**config.mk**
```make
export PLATFORM = sky130hd
export DESIGN_NAME = control_chain_loader_flat
export DESIGN_NICKNAME = d
export VERILOG_FILES = /design/src/rtl/control_chain_loader_if.sv /design/src/rtl/control_chain_loader.sv /design/src/flat_wrapper.sv
export SDC_FILE = /design/constraint.sdc
export NUM_CORES = 1
export LEC_CHECK = 0
export CAP_MARGIN = 15
export CELL_PAD_IN_SITES_DETAIL_PLACEMENT = 1
export CELL_PAD_IN_SITES_GLOBAL_PLACEMENT = 1
export CORE_MARGIN = 2
export CORE_UTILIZATION = 45
export DETAILED_ROUTE_END_ITERATION = 10
export PLACE_DENSITY = 0.76
export REMOVE_ABC_BUFFERS = 1
export SETUP_SLACK_MARGIN = 0.1
export SYNTH_ARGS = -nofsm -noshare
export SYNTH_HDL_FRONTEND = slang
export SYNTH_SLANG_ARGS = --single-unit
```
**constraint.sdc**
```tcl
create_clock -name clk -period 9.85 [get_ports clk]
set_input_delay 2.955 -clock clk [delete_from_list [all_inputs] [get_ports clk]]
set_output_delay 2.955 -clock clk [all_outputs]
set_load 0.02 [all_outputs]
```
**src/rtl/control_chain_loader_if.sv**
```systemverilog
// Serial control-chain loader bus: load request/word, chain pins and load status.
interface control_chain_loader_if;
    localparam int unsigned WORD_W = 33;

    logic              start;
    logic [WORD_W-1:0] wordIn;
    logic              sdo;
    logic              sclk;
    logic              sdata;
    logic              busy;
    logic              done;
    logic [WORD_W-1:0] readback;
    logic              readbackMatch;

    modport master (
        output start, wordIn, sdo,
        input  sclk, sdata, busy, done, readback, readbackMatch
    );

    modport slave (
        input  start, wordIn, sdo,
        output sclk, sdata, busy, done, readback, readbackMatch
    );
endinterface

```
**src/rtl/control_chain_loader.sv**
```systemverilog
// Programs a 33-position control chain MSB first over sclk/sdata and captures
// the previous chain contents returned on sdo, comparing them with the last word loaded.
module control_chain_loader #(
    parameter int unsigned CLK_DIV = 2
) (
    input  logic                 clk,
    input  logic                 reset,
    control_chain_loader_if.slave bus
);
    localparam int unsigned WORD_W = 33;
    localparam int unsigned PH_W   = 8;
    localparam int unsigned BIT_W  = 6;

    localparam logic [PH_W-1:0]  PH_LAST  = PH_W'(CLK_DIV - 1);
    localparam logic [BIT_W-1:0] BIT_LAST = BIT_W'(WORD_W - 1);

    localparam logic [1:0] S_IDLE = 2'd0;
    localparam logic [1:0] S_LOW  = 2'd1;
    localparam logic [1:0] S_HIGH = 2'd2;
    localparam logic [1:0] S_DONE = 2'd3;

    logic [1:0]        r_state,        w_state_nxt;
    logic [PH_W-1:0]   r_phase,        w_phase_nxt;
    logic [BIT_W-1:0]  r_bit,          w_bit_nxt;
    logic [WORD_W-2:0] r_shift,        w_shift_nxt;
    logic [WORD_W-1:0] r_word,         w_word_nxt;
    logic [WORD_W-1:0] r_readback,     w_readback_nxt;
    logic [WORD_W-1:0] r_shadow,       w_shadow_nxt;
    logic              r_shadow_valid, w_shadow_valid_nxt;
    logic              r_match,        w_match_nxt;
    logic              r_hold,         w_hold_nxt;
    logic              r_sclk,         w_sclk_nxt;
    logic              r_sdata,        w_sdata_nxt;
    logic              r_busy,         w_busy_nxt;
    logic              r_done,         w_done_nxt;
    logic              w_phase_end;
    logic              w_load;

    // State and registered outputs.
    always_ff @(posedge clk or posedge reset) begin
        if (reset) begin
            r_state        <= S_IDLE;
            r_phase        <= '0;
            r_bit          <= '0;
            r_shift        <= '0;
            r_word         <= '0;
            r_readback     <= '0;
            r_shadow       <= '0;
            r_shadow_valid <= 1'b0;
            r_match        <= 1'b0;
            r_hold         <= 1'b0;
            r_sclk         <= 1'b0;
            r_sdata        <= 1'b0;
            r_busy         <= 1'b0;
            r_done         <= 1'b0;
        end else begin
            r_state        <= w_state_nxt;
            r_phase        <= w_phase_nxt;
            r_bit          <= w_bit_nxt;
            r_shift        <= w_shift_nxt;
            r_word         <= w_word_nxt;
            r_readback     <= w_readback_nxt;
            r_shadow       <= w_shadow_nxt;
            r_shadow_valid <= w_shadow_valid_nxt;
            r_match        <= w_match_nxt;
            r_hold         <= w_hold_nxt;
            r_sclk         <= w_sclk_nxt;
            r_sdata        <= w_sdata_nxt;
            r_busy         <= w_busy_nxt;
            r_done         <= w_done_nxt;
        end
    end

    // Next state and next output values.
    always_comb begin
        w_state_nxt        = r_state;
        w_phase_nxt        = r_phase;
        w_bit_nxt          = r_bit;
        w_shift_nxt        = r_shift;
        w_word_nxt         = r_word;
        w_readback_nxt     = r_readback;
        w_shadow_nxt       = r_shadow;
        w_shadow_valid_nxt = r_shadow_valid;
        w_match_nxt        = r_match;
        w_hold_nxt         = r_hold;
        w_sclk_nxt         = r_sclk;
        w_sdata_nxt        = r_sdata;
        w_busy_nxt         = r_busy;
        w_done_nxt         = 1'b0;
        w_phase_end        = (r_phase == PH_LAST);
        w_load             = 1'b0;

        case (r_state)
            S_IDLE: begin
                w_load = bus.start;
            end

            S_LOW: begin
                if (!bus.start) begin
                    w_hold_nxt = 1'b0;
                end
                if (w_phase_end) begin
                    w_state_nxt = S_HIGH;
                    w_phase_nxt = '0;
                    w_sclk_nxt  = 1'b1;
                end else begin
                    w_phase_nxt = r_phase + PH_W'(1);
                end
            end

            S_HIGH: begin
                if (!bus.start) begin
                    w_hold_nxt = 1'b0;
                end
                if (w_phase_end) begin
                    w_phase_nxt    = '0;
                    w_sclk_nxt     = 1'b0;
                    w_readback_nxt = {r_readback[WORD_W-2:0], bus.sdo};
                    if (r_bit == BIT_LAST) begin
                        w_state_nxt = S_DONE;
                        w_sdata_nxt = 1'b0;
                        w_busy_nxt  = 1'b0;
                        w_done_nxt  = 1'b1;
                    end else begin
                        w_state_nxt = S_LOW;
                        w_bit_nxt   = r_bit + BIT_W'(1);
                        w_sdata_nxt = r_shift[WORD_W-2];
                        w_shift_nxt = {r_shift[WORD_W-3:0], 1'b0};
                    end
                end else begin
                    w_phase_nxt = r_phase + PH_W'(1);
                end
            end

            S_DONE: begin
                w_shadow_nxt       = r_word;
                w_shadow_valid_nxt = 1'b1;
                w_match_nxt        = r_shadow_valid && (r_readback == r_shadow);
                w_state_nxt        = S_IDLE;
                // Only a start held through the whole load chains straight into the next one.
                w_load             = bus.start && r_hold;
            end

            default: begin
                w_state_nxt = S_IDLE;
            end
        endcase

        if (w_load) begin
            w_state_nxt = S_LOW;
            w_word_nxt  = bus.wordIn;
            w_shift_nxt = bus.wordIn[WORD_W-2:0];
            w_sdata_nxt = bus.wordIn[WORD_W-1];
            w_sclk_nxt  = 1'b0;
            w_phase_nxt = '0;
            w_bit_nxt   = '0;
            w_busy_nxt  = 1'b1;
            w_hold_nxt  = 1'b1;
        end
    end

    assign bus.sclk          = r_sclk;
    assign bus.sdata         = r_sdata;
    assign bus.busy          = r_busy;
    assign bus.done          = r_done;
    assign bus.readback      = r_readback;
    assign bus.readbackMatch = r_match;

endmodule

```
**src/flat_wrapper.sv**
```systemverilog
// flat-port wrapper written by rule: the top's interface ports become plain ports
module control_chain_loader_flat 
#(
    parameter int unsigned CLK_DIV = 2
)
  (clk, reset, bus_start, bus_wordIn, bus_sdo, bus_sclk, bus_sdata, bus_busy, bus_done, bus_readback, bus_readbackMatch);
  control_chain_loader_if bus_i ();
  input  logic clk;
  input  logic reset;
  input wire logic [$bits(bus_i.start)-1:0] bus_start;
  input wire logic [$bits(bus_i.wordIn)-1:0] bus_wordIn;
  input wire logic [$bits(bus_i.sdo)-1:0] bus_sdo;
  output wire logic [$bits(bus_i.sclk)-1:0] bus_sclk;
  output wire logic [$bits(bus_i.sdata)-1:0] bus_sdata;
  output wire logic [$bits(bus_i.busy)-1:0] bus_busy;
  output wire logic [$bits(bus_i.done)-1:0] bus_done;
  output wire logic [$bits(bus_i.readback)-1:0] bus_readback;
  output wire logic [$bits(bus_i.readbackMatch)-1:0] bus_readbackMatch;
  assign bus_i.start = bus_start;
  assign bus_i.wordIn = bus_wordIn;
  assign bus_i.sdo = bus_sdo;
  assign bus_sclk = bus_i.sclk;
  assign bus_sdata = bus_i.sdata;
  assign bus_busy = bus_i.busy;
  assign bus_done = bus_i.done;
  assign bus_readback = bus_i.readback;
  assign bus_readbackMatch = bus_i.readbackMatch;
  control_chain_loader #(.CLK_DIV(CLK_DIV)) u_core (.clk(clk), .reset(reset), .bus(bus_i));
endmodule
```
== Word-level counts from Yosys, hierarchy flattened ==
Index checks and enable logic that the tools add are counted.
Word-level totals
  flip-flop bits (word level): 154
  output and inout bits: 38
  word-level logic and storage cells: 78
Operators by class
  add/subtract/negate cells: 2
  equal/unequal tests: 10
  mux-type cells: 35
  reduce and logical (&&, ||, !) cells: 17
Operators by type and width (count)
  $mux 32: 4
  $eq 33x33->1: 1
  $mux 6: 4
  $mux 8: 3
  $mux 1: 17
  $reduce_and 3->1: 4
  $add 8x1->8 const B: 1
  $eq 8x1->1 const B: 1
  $mux 2: 4
  $reduce_bool 2->1: 4
  $add 6x1->6 const B: 1
  $eq 6x6->1 const B: 1
  $ne 3x1->1 const B: 2
  $pmux 2 s3: 1
  $reduce_and 2->1: 3
  $eq 2x2->1 const B: 2
  $ne 2x1->1 const B: 2
  $pmux 1 s2: 2
  $reduce_bool 4->1: 1
  $reduce_bool 3->1: 1
  $eq 2x1->1 const B: 1
  $logic_and 1x1->1: 2
  $logic_not 2->1: 1
  $reduce_or 2->1: 1

== Depth between registers and ports, before layout ==
Gate-level depths: netlist of the first run.
  depth in word-level cells: 5
  mapped depth: 8

== Worst setup path after synthesis of the first run ==
No wires, ideal clock.
  path type: input to register
  from: input bus_start
  to: register u_core.r_shift[2]
  setup time: 125 ps
  arrival: 3856 ps
  setup slack: 5869 ps
  cell stages on the path: 4
  path through: and3_1 -> buf_2 -> mux2_2 -> mux2_2
Between the ends
  word-level cells in the longest chain between the ends: 4
  elaborated cells between the ends (all ways): 7
  those cells by class: eq/ne: 1; mux: 2; reduce/logical: 4
RTL lines
  start: declaration: RTL line flat_wrapper.sv:10  | input wire logic [$bits(bus_i.start)-1:0] bus_start;
  $logic_and 1x1->1: RTL line control_chain_loader.sv:141  | w_load = bus.start && r_hold;
  $pmux 1 s2 (*): RTL line control_chain_loader.sv:93  | case (r_state)
  $ne 2x1->1 (no line) / $reduce_bool 2->1 (equally long branches)
  $reduce_and 3->1 (no line)
  end signal: assignment: RTL line control_chain_loader.sv:60  | r_shift <= w_shift_nxt;
  end: declaration: RTL line control_chain_loader.sv:25  | logic [WORD_W-2:0] r_shift, w_shift_nxt;
Every way passes the cells marked *; elsewhere a longest branch is shown, timed or not.
A chain may end at the register's enable or synchronous reset.

== Final worst setup path of the first run ==
  from: input bus_start
  to: register u_core.r_shift[4]
The elaborated chain is that of the path after synthesis.

==> metrics.txt, run 1 <==
run status finished clean; post-layout min period 4740 ps; HP Class register to register; mux cell area share after synthesis 12.3%; power share of the combinational group 2.2%; fin area 8300 sq um; DR vias 4866; CTS sink cnt 154; worst vdd ir 0.000112 V; first-pass GRT wire length 28900 microns; Hold Vio Cnt, Final 0; Tcrit/Tclk final 48.1%; Core ar. 14600 sq um; Pwr per Cell Area 164 nW/um^2; Root Buffer clkbuf_16; switching share of power 20.3%; post-synthesis compound-gate area fraction 9.14%; Synth Instances 602; CTS max path bufs 2; Rel. slew slack 42.5%; post-synthesis cell area 6750 sq um; Worst-path clk slew 60 ps; crit-path max FO 74; Synth-to-Final Area Change 23.0%; number of DRC markers in iteration 0 290; RSZ-0062 raised after global routing false; initial antenna violation count 0; hold_ws 480 ps; Hold Path Origin u_core.r_word[23]$_DFFE_PP0P_; CP arrival 5050 ps; Main synth FF type dfrtp_1; Port Buffers 74; TritonRoute pass-1 iters 4; Synth area leaders dfrtp_1, mux2_2, nand2_1, xnor2_1, a211oi_1; Routed Antenna Nets 0; die height 126 microns; measured slew at the worst slew-check pin 862 ps; number of flops mapped to enable cells by yosys 0; cts hold-fix bufs 0; pin count of the biggest net entering global routing 86; CTS tree yes; Synth top area share 57.1%; row count 44; # nets final 713; Synth Area in Simple Gates 12.5%; detailed placer's ending HPWL 10800 microns; sequential fraction of the synthesis area 57.1%; largest family of logic cells by synthesized area simple AND/OR/NAND/NOR gates; post-synthesis adder-cell area fraction 1.67%; LEAKAGE 3.91 nW; Starting Density 46.3%; Detailed Route WL 17400 microns; Setup TNS 0 ps; gpl congestion 0.794; synth warn 0; Tot GR Track Use 23.2%; GRT overflow 0; DR DRC count 0; Synth async-reset ratio 100%; Placed Cells incl. Taps 831; Startpoint Class primary input; worst setup path category primary input to register; instance area at placement 7630 sq um; Vias/cell 5.63; Flop pwr share 46.4%; Finished Layout Cells 864; worst r2r src u_core.r_phase[1]$_DFFE_PP0P_; Setup Buffers After CTS 0; P_int 0.00109 W; Die ar. 16000 sq um; Distinct cells, synth 37; Crit. End Element register; Synth top cells by count dfrtp_1, nand2_1, mux2_2; setup violators final 0; cts bufs inserted 17; CTS resizes 0; Max H-tree Level 4; vias in the first global route 5259; most common cell in the netlist dfrtp_1; Clock Skews 6.37 ps; Highest Clock Rate 0.211 GHz; Post-Synth XOR/XNOR Area 4.41%; CP required 10160 ps; post-synthesis register bit count 154; Avg Inst Size Synth 11.2 sq um; Slew Viols, Final 0; layout cells sized above 1 18.2%; worst setup path startpoint bus_start; net load switching power 0.000276 W; dominant cell type by area after synthesis dfrtp_1; Ports 75; Clock power frac 51.4%; routed length per instance 20.1 microns; Post-Route Utilization 56.9%; # diodes 0; Clock Latency Late Sink 420 ps; Die Width 126 microns; Max Cap Viol 0
[critical path, stage by stage]
cell             delay (ps)
clkdlybuf4s50_1         540
and3_2                  200
buf_4                   630
mux2_2                  410
mux2_2                  260
[metrics by stage]
stage | total power, W | setup WS, ps
after floorplan | 0.000654 | 2750
after global placement | 0.000674 | 4760
after detailed placement | 0.000674 | 4700
after CTS | 0.00137 | 5090
after global routing | 0.00140 | 4970
final | 0.00136 | 5110
[cells in the final DEF, fill, tap and decap left out, types with 2 or more instances in the layout]
master and n:
a21oi_1 10, or2_2 2, nand3_1 10, a22o_1 4, inv_1 10, buf_4 7, clkinvlp_4 4, xnor2_1 34
mux2_2 73, and3_1 3, nor4_1 2, o31ai_1 3, clkbuf_16 17, or4_1 4, inv_6 2, nor2_1 12
clkbuf_8 6, dfrtp_1 154, nand4_1 9, nand2_1 143, o21ai_0 8, a31oi_1 29, ha_1 9, clkdlybuf4s50_1 74
a21o_1 2, a211oi_1 29, bufinv_16 3
[worst paths after layout]
kind,endpoint,slack (ps),cells after the start
hold / removal,u_core.r_word[23]$_DFFE_PP0P_,480,2
min in group asynchronous,u_core.r_phase[0]$_DFFE_PP0P_,3010,2
setup / recovery,u_core.r_shift[4]$_DFFE_PP0P_,5110,5
hold reg to reg,u_core.r_word[23]$_DFFE_PP0P_,480,2
setup reg to reg,u_core.r_shift[25]$_DFFE_PP0P_,6720,7
max in group asynchronous,u_core.r_shadow[17]$_DFFE_PP0P_,5730,4
[logic make-up after synthesis]
group / after synthesis
AND/OR/NAND/NOR: 193
flip-flops: 154
AO/OA/AOI/OAI: 91
multiplexers: 74
buffers and inverters: 47
XOR/XNOR: 34
adder cells (fa/ha/maj): 9
[power groups by stage]
stage | sequential (W) | clock, W | combinational [W]
2_1_floorplan | 0.000644 | 0 | 0.00000933
3_3_place_gp | 0.000644 | 0 | 0.0000294
3_5_place_dp | 0.000644 | 0 | 0.0000299
4_1_cts | 0.000633 | 0.000711 | 0.0000300
5_1_grt | 0.000632 | 0.000737 | 0.0000334
6_report | 0.000633 | 0.000700 | 0.0000301
[cell type report]
| class | instances | area [sq um] |
|---|---|---|
| Fill cell | 1526 | 6280 |
| Sequential cell | 154 | 3850 |
| Multi-Input combinational cell | 401 | 2710 |
| Timing Repair Buffer | 82 | 821 |
| Clock buffer | 23 | 508 |
| Tap cell | 184 | 230 |
| Clock inverter | 9 | 134 |
| Inverter | 11 | 46.3 |
[layer usage]
layer	global-route usage [%]	part of all wire, %	wire length (microns)
met5	0	0	0
met4	5.56	0.92	160
met3	4.68	3.2	557
met2	40.1	52	9060
met1	30.2	44	7590
[state kept, by name, summed over array words and instances, names as in the netlist]
name,cells
u_core.r_word,33
u_core.bus.readback,33
u_core.r_state,2
u_core.bus.sclk,1
u_core.bus.busy,1
u_core.r_shadow_valid,1
u_core.r_shift,32
u_core.bus.done,1
u_core.bus.sdata,1
u_core.r_shadow,33
u_core.r_hold,1
u_core.r_bit,6
u_core.r_phase,8
u_core.bus.readbackMatch,1
No activity file was read; power rests on OpenSTA's default activity.
==> run 2, diff against run 1 <==
--- a/config.mk
+++ b/config.mk
@@ -9,9 +9,9 @@
 export CELL_PAD_IN_SITES_DETAIL_PLACEMENT = 1
 export CELL_PAD_IN_SITES_GLOBAL_PLACEMENT = 1
 export CORE_MARGIN = 2
-export CORE_UTILIZATION = 45
+export CORE_UTILIZATION = 40
 export DETAILED_ROUTE_END_ITERATION = 10
-export PLACE_DENSITY = 0.76
+export PLACE_DENSITY = 0.71
 export REMOVE_ABC_BUFFERS = 1
 export SETUP_SLACK_MARGIN = 0.1
 export SYNTH_ARGS = -nofsm -noshare
==> constraint.sdc (replaced) <==
create_clock -name clk -period 4.3 [get_ports clk]
set_input_delay 1.29 -clock clk [delete_from_list [all_inputs] [get_ports clk]]
set_output_delay 1.29 -clock clk [all_outputs]
set_load 0.02 [all_outputs]
==> metrics.txt, run 2 (synthesis results as in run 1) <==
Clock Skews 10.7 ps (was 6.37 ps); instance area at placement 7750 sq um (was 7630 sq um); Max Cap Viol 0 (unchanged); CTS resizes 0 (unchanged); Clock Latency Late Sink 430 ps (was 420 ps); Final Power 0.00314 W (was 0.00136 W); # nets final 717 (was 713); crit-path max FO 25 (was 74); Ports 75 (unchanged); TritonRoute pass-1 iters 4 (unchanged); die height 134 microns (was 126 microns); GR met1 Demand/Resource 27.8% (was 30.2%); Rel. slew slack 55.8% (was 42.5%); Routed Antenna Nets 0 (unchanged); measured slew at the worst slew-check pin 664 ps (was 862 ps); post-layout min period 3120 ps; row count 47 (was 44); Setup TNS 0 ps (unchanged); Max H-tree Level 4 (unchanged); Setup Buffers After CTS 0 (unchanged); CTS tree yes (unchanged); most common cell after layout, fill and taps aside dfrtp_1 (unchanged); global routing met3 resource utilization 4.42% (was 4.68%); Hold Vio Cnt, Final 0 (unchanged); Highest Clock Rate 0.321 GHz; # diodes 0 (unchanged); Pwr per Cell Area 374 nW/um^2 (was 164 nW/um^2); setup violators final 0 (unchanged); cts hold-fix bufs 0 (unchanged); Tcrit/Tclk final 72.5%; CTS max path bufs 2 (unchanged); first-pass GRT wire length 29400 microns (was 28900 microns); Root Buffer clkbuf_16 (unchanged); Worst-path clk slew 70 ps (was 60 ps); initial antenna violation count 0 (unchanged); CP required 4590 ps (was 10160 ps); LEAKAGE 3.95 nW (was 3.91 nW); Die ar. 17900 sq um (was 16000 sq um); most frequent cells in the layout dfrtp_1, nand2_1, clkdlybuf4s50_1, mux2_2, xnor2_1 (unchanged); HP Class register to register (unchanged); cts bufs inserted 17 (unchanged); layout cells sized above 1 18.7% (was 18.2%); Startpoint Class primary input (unchanged); Core ar. 16500 sq um (was 14600 sq um); fin area 8400 sq um (was 8300 sq um); Slew Viols, Final 0 (unchanged); GRT busiest layer met2 (unchanged); Detailed Route WL 17700 microns (was 17400 microns); Vias/cell 5.40 (was 5.63); GRT met2 Usage 35.4% (was 40.1%); DR vias 4879 (was 4866); Slowest cell on crit path clkdlybuf4s50_1 (was buf_4); DR DRC count 0 (unchanged); Post-Route Utilization 50.8% (was 56.9%); CP arrival 3410 ps (was 5050 ps); worst setup path category primary input to register (unchanged); Port Buffers 74 (unchanged); Starting Density 40.8% (was 46.3%); gpl congestion 0.768 (was 0.794); Tot GR Track Use 21.1% (was 23.2%); run status finished clean (unchanged); RSZ-0062 raised after global routing false (unchanged); Synth-to-Final Area Change 24.4% (was 23.0%); vias in the first global route 5461 (was 5259); pin count of the biggest net entering global routing 68 (was 86); Crit path largest cell delay 550 ps (was 630 ps); cell chain of the critical path clkdlybuf4s50_1 -> nand3_2 -> o21ai_2 -> buf_4 -> a31oi_1 (was clkdlybuf4s50_1 -> and3_2 -> buf_4 -> mux2_2 -> mux2_2); detailed placer's ending HPWL 11600 microns (was 10800 microns); GRT overflow 0 (unchanged); Crit. End Element register (unchanged); Die Width 134 microns (was 126 microns); number of DRC markers in iteration 0 301 (was 290); CTS sink cnt 154 (unchanged); worst vdd ir 0.000277 V (was 0.000112 V); routed length per instance 19.5 microns (was 20.1 microns)
-- run 2: critical path: cells and delay by family --
family	cells	cell delay, ps
buffers and inverters	2	920
AND/OR/NAND/NOR	1	530
AO/OA/AOI/OAI	2	650
-- run 2: final timing paths --
kind / startpoint / to / slack, ps / cells past startpoint
max reg2reg: u_core.r_state[1]$_DFFE_PP0P_ / u_core.r_shift[14]$_DFFE_PP0P_ / 1580 / 7
max in group asynchronous: reset / u_core.r_shadow[9]$_DFFE_PP0P_ / 2200 / 3
min in group asynchronous: reset / u_core.r_phase[1]$_DFFE_PP0P_ / 1330 / 2
max: bus_start / u_core.r_shift[14]$_DFFE_PP0P_ / 1180 / 5
min: u_core.r_word[11]$_DFFE_PP0P_ / u_core.r_word[11]$_DFFE_PP0P_ / 480 / 2
min reg2reg: u_core.r_word[11]$_DFFE_PP0P_ / u_core.r_word[11]$_DFFE_PP0P_ / 480 / 2
-- run 2: area by class of cell --
class                   instances  area, sq um
multi-input cells             401         2710
clock inverters                13          188
clock buffers                  19          453
repair buffers                 86          868
flip-flops and latches        154         3850
fillers                      1735         8130
well taps                     220          275
inverters                      11         46.3
-- run 2: power by group --
| part | leakage, nW | total, W | switching, W | internal, W |
|---|---|---|---|---|
| sequential | 2.06 | 0.00145 | 0 | 0.00145 |
| clock | 0.318 | 0.00162 | 0.000616 | 0.00101 |
| combinational | 1.57 | 0.0000699 | 0.0000376 | 0.0000323 |
-- run 2: routing by layer --
layer,up-vias,wire length (microns)
li1,2235,-
met5,-,0
met1,2541,8010
met4,0,243
met3,20,539
met2,83,8870
-- run 2: stage by stage --
step                hold WS, ps  std cells  worst slack [ps]
CTS                         477        904              1170
finish                      479        904              1180
global route                504        904              1030
detailed placement          455        872               748
floorplan                   438        566             -1140
global placement            452        872               920
==> run 3, diff against run 2 <==
==> constraint.sdc (replaced) <==
create_clock -name clk -period 2.6 [get_ports clk]
set_input_delay 0.78 -clock clk [delete_from_list [all_inputs] [get_ports clk]]
set_output_delay 0.78 -clock clk [all_outputs]
set_load 0.02 [all_outputs]
==> metrics.txt, run 3 (synthesis results as in run 1) <==
Crit. End Element output port (was register); GRT overflow 0 (unchanged); CTS resizes 0 (unchanged); Starting Density 40.8% (unchanged); vias in the first global route 5344 (was 5461); fin area 8450 sq um (was 8400 sq um); post-layout min period 2340 ps; Setup Buffers After CTS 0 (unchanged); CP required 1820 ps (was 4590 ps); Highest Clock Rate 0.428 GHz; Die ar. 17900 sq um (unchanged); Max H-tree Level 4 (unchanged); Vias/cell 5.31 (was 5.40); Port Buffers 74 (unchanged); DR DRC count 0 (unchanged); hold_ws 473 ps (was 479 ps); WP buf/inv 1 (was 2); Synth-to-Final Area Change 25.2% (was 24.4%); initial antenna violation count 0 (unchanged); Rel. slew slack 63.4% (was 55.8%); DR vias 4858 (was 4879); # nets final 729 (was 717); Slew Viols, Final 0 (unchanged); CP top delay family buffers and inverters (unchanged); layout cells sized above 1 19.6% (was 18.7%); end of the worst hold path u_core.r_word[18]$_DFFE_PP0P_ (was u_core.r_word[11]$_DFFE_PP0P_); # diodes 0 (unchanged); Die Width 134 microns (unchanged); Slowest cell on crit path clkdlybuf4s50_1 (unchanged); CTS tree yes (unchanged); Hold Path Origin u_core.r_word[18]$_DFFE_PP0P_ (was u_core.r_word[11]$_DFFE_PP0P_); first-pass GRT wire length 29100 microns (was 29400 microns); cts hold-fix bufs 0 (unchanged); Tcrit/Tclk final 89.9%; cts bufs inserted 17 (unchanged); Hold Vio Cnt, Final 0 (unchanged); Clock Skews 12.2 ps (was 10.7 ps); CTS max path bufs 2 (unchanged); flop2flop setup slack 440 ps (was 1580 ps); cell chain of the critical path clkdlybuf4s50_1 (was clkdlybuf4s50_1 -> nand3_2 -> o21ai_2 -> buf_4 -> a31oi_1); most frequent cells in the layout dfrtp_1, nand2_1, clkdlybuf4s50_1, mux2_2, xnor2_1 (unchanged); number of DRC markers in iteration 0 334 (was 301); Startpoint Class register (was primary input); die height 134 microns (unchanged); RSZ-0062 raised after global routing false (unchanged); HP Class register to register (unchanged); LEAKAGE 3.99 nW (was 3.95 nW); worst hold stages 2 (unchanged); Tot GR Track Use 21.1% (about the same); Ports 75 (unchanged); worst r2r src u_core.r_state[1]$_DFFE_PP0P_ (unchanged); CTS sink cnt 154 (unchanged); Detailed Route WL 17600 microns (was 17700 microns); Worst-path clk slew 60 ps (was 70 ps); routed length per instance 19.2 microns (was 19.5 microns); instance area at placement 7850 sq um (was 7750 sq um); TritonRoute pass-1 iters 4 (unchanged); crit-path max FO 4 (was 25); Worst R2R Path Depth 6 (was 7); most common cell after layout, fill and taps aside dfrtp_1 (unchanged); CP arrival 1560 ps (was 3410 ps); r2r endpoint u_core.r_phase[7]$_DFFE_PP0P_ (was u_core.r_shift[14]$_DFFE_PP0P_); Post-Route Utilization 51.1% (was 50.8%); run status finished clean (unchanged); pin count of the biggest net entering global routing 56 (was 68); detailed placer's ending HPWL 11900 microns (was 11600 microns); row count 47 (unchanged); worst setup path category register to output port (was primary input to register); measured slew at the worst slew-check pin 549 ps (was 664 ps); Filler Cells Inserted 1747 (was 1735); Max Cap Viol 0 (unchanged); Clock Latency Late Sink 440 ps (was 430 ps); Routed Antenna Nets 0 (unchanged); Setup TNS 0 ps (unchanged); worst vdd ir 0.000504 V (was 0.000277 V); Core ar. 16500 sq um (unchanged); Pwr per Cell Area 601 nW/um^2 (was 374 nW/um^2); setup violators final 0 (unchanged); Root Buffer clkbuf_16 (unchanged); gpl congestion 0.766 (was 0.768); Crit path largest cell delay 660 ps (was 550 ps)
-- run 3: cell count changes in the layout (fill, tap and decap cells not counted), sizes merged --
cell | before | now
buf | 12 | 24
bufinv | 4 | 3
clkbuf | 19 | 24
clkinv | 5 | 4
inv | 15 | 11
-- run 3: cell type report --
class	instances	area, sq um	share of cell area [%]
Clock buffer	24	492	5.82
Inverter	11	46.3	0.548
Multi-Input combinational cell	401	2710	32.1
Sequential cell	154	3850	45.6
Tap cell	220	275	3.26
Clock inverter	7	114	1.35
Timing Repair Buffer	98	958	11.3
-- run 3: worst max path at each step --
stage | from | to | slack (ps) | depth (start not counted)
final | u_core.bus.readback[9]$_DFFE_PP0P_ | bus_readback[9] | 260 | 1
after global routing | u_core.bus.readback[9]$_DFFE_PP0P_ | bus_readback[9] | 220 | 1
after CTS | u_core.bus.readback[4]$_DFFE_PP0P_ | bus_readback[4] | 230 | 1
after detailed placement | bus_start | u_core.r_state[1]$_DFFE_PP0P_ | 190 | 5
after global placement | bus_start | u_core.r_state[1]$_DFFE_PP0P_ | 240 | 5
after floorplan | reset | u_core.bus.busy$_DFFE_PP0P_ | -2330 | 1
-- run 3: per-layer routing --
metal / track usage (%) / share of wire, % / vias to the layer above
met5: 0 / 0 / -
met4: 8.57 / 2.0 / 0
met3: 4.46 / 4.1 / 25
met2: 34.9 / 49 / 90
met1: 27.3 / 45 / 2485
li1: - / - / 2258
-- run 3: worst register-to-register path, stage by stage (launching register included) --
cell and delay [ps]:
dfrtp_1 420, inv_1 100, ha_1 300, inv_1 110, a21oi_1 460, or4b_2 630
nand3_1 80
-- run 3: power breakdown --
group	switching (W)	leakage [nW]	internal (W)
Sequential	0	2.06	0.00240
Clock	0.000962	0.300	0.00160
Combinational	0.0000633	1.63	0.0000566
Total	0.00103	3.99	0.00406
-- run 3: through the flow --
stage	total power [W]	worst slack, ps	instances
finish	0.00508	263	915
global route	0.00523	219	915
CTS	0.00513	230	915
detailed placement	0.00256	194	884
global placement	0.00256	238	884
floorplan	0.00248	-2330	566
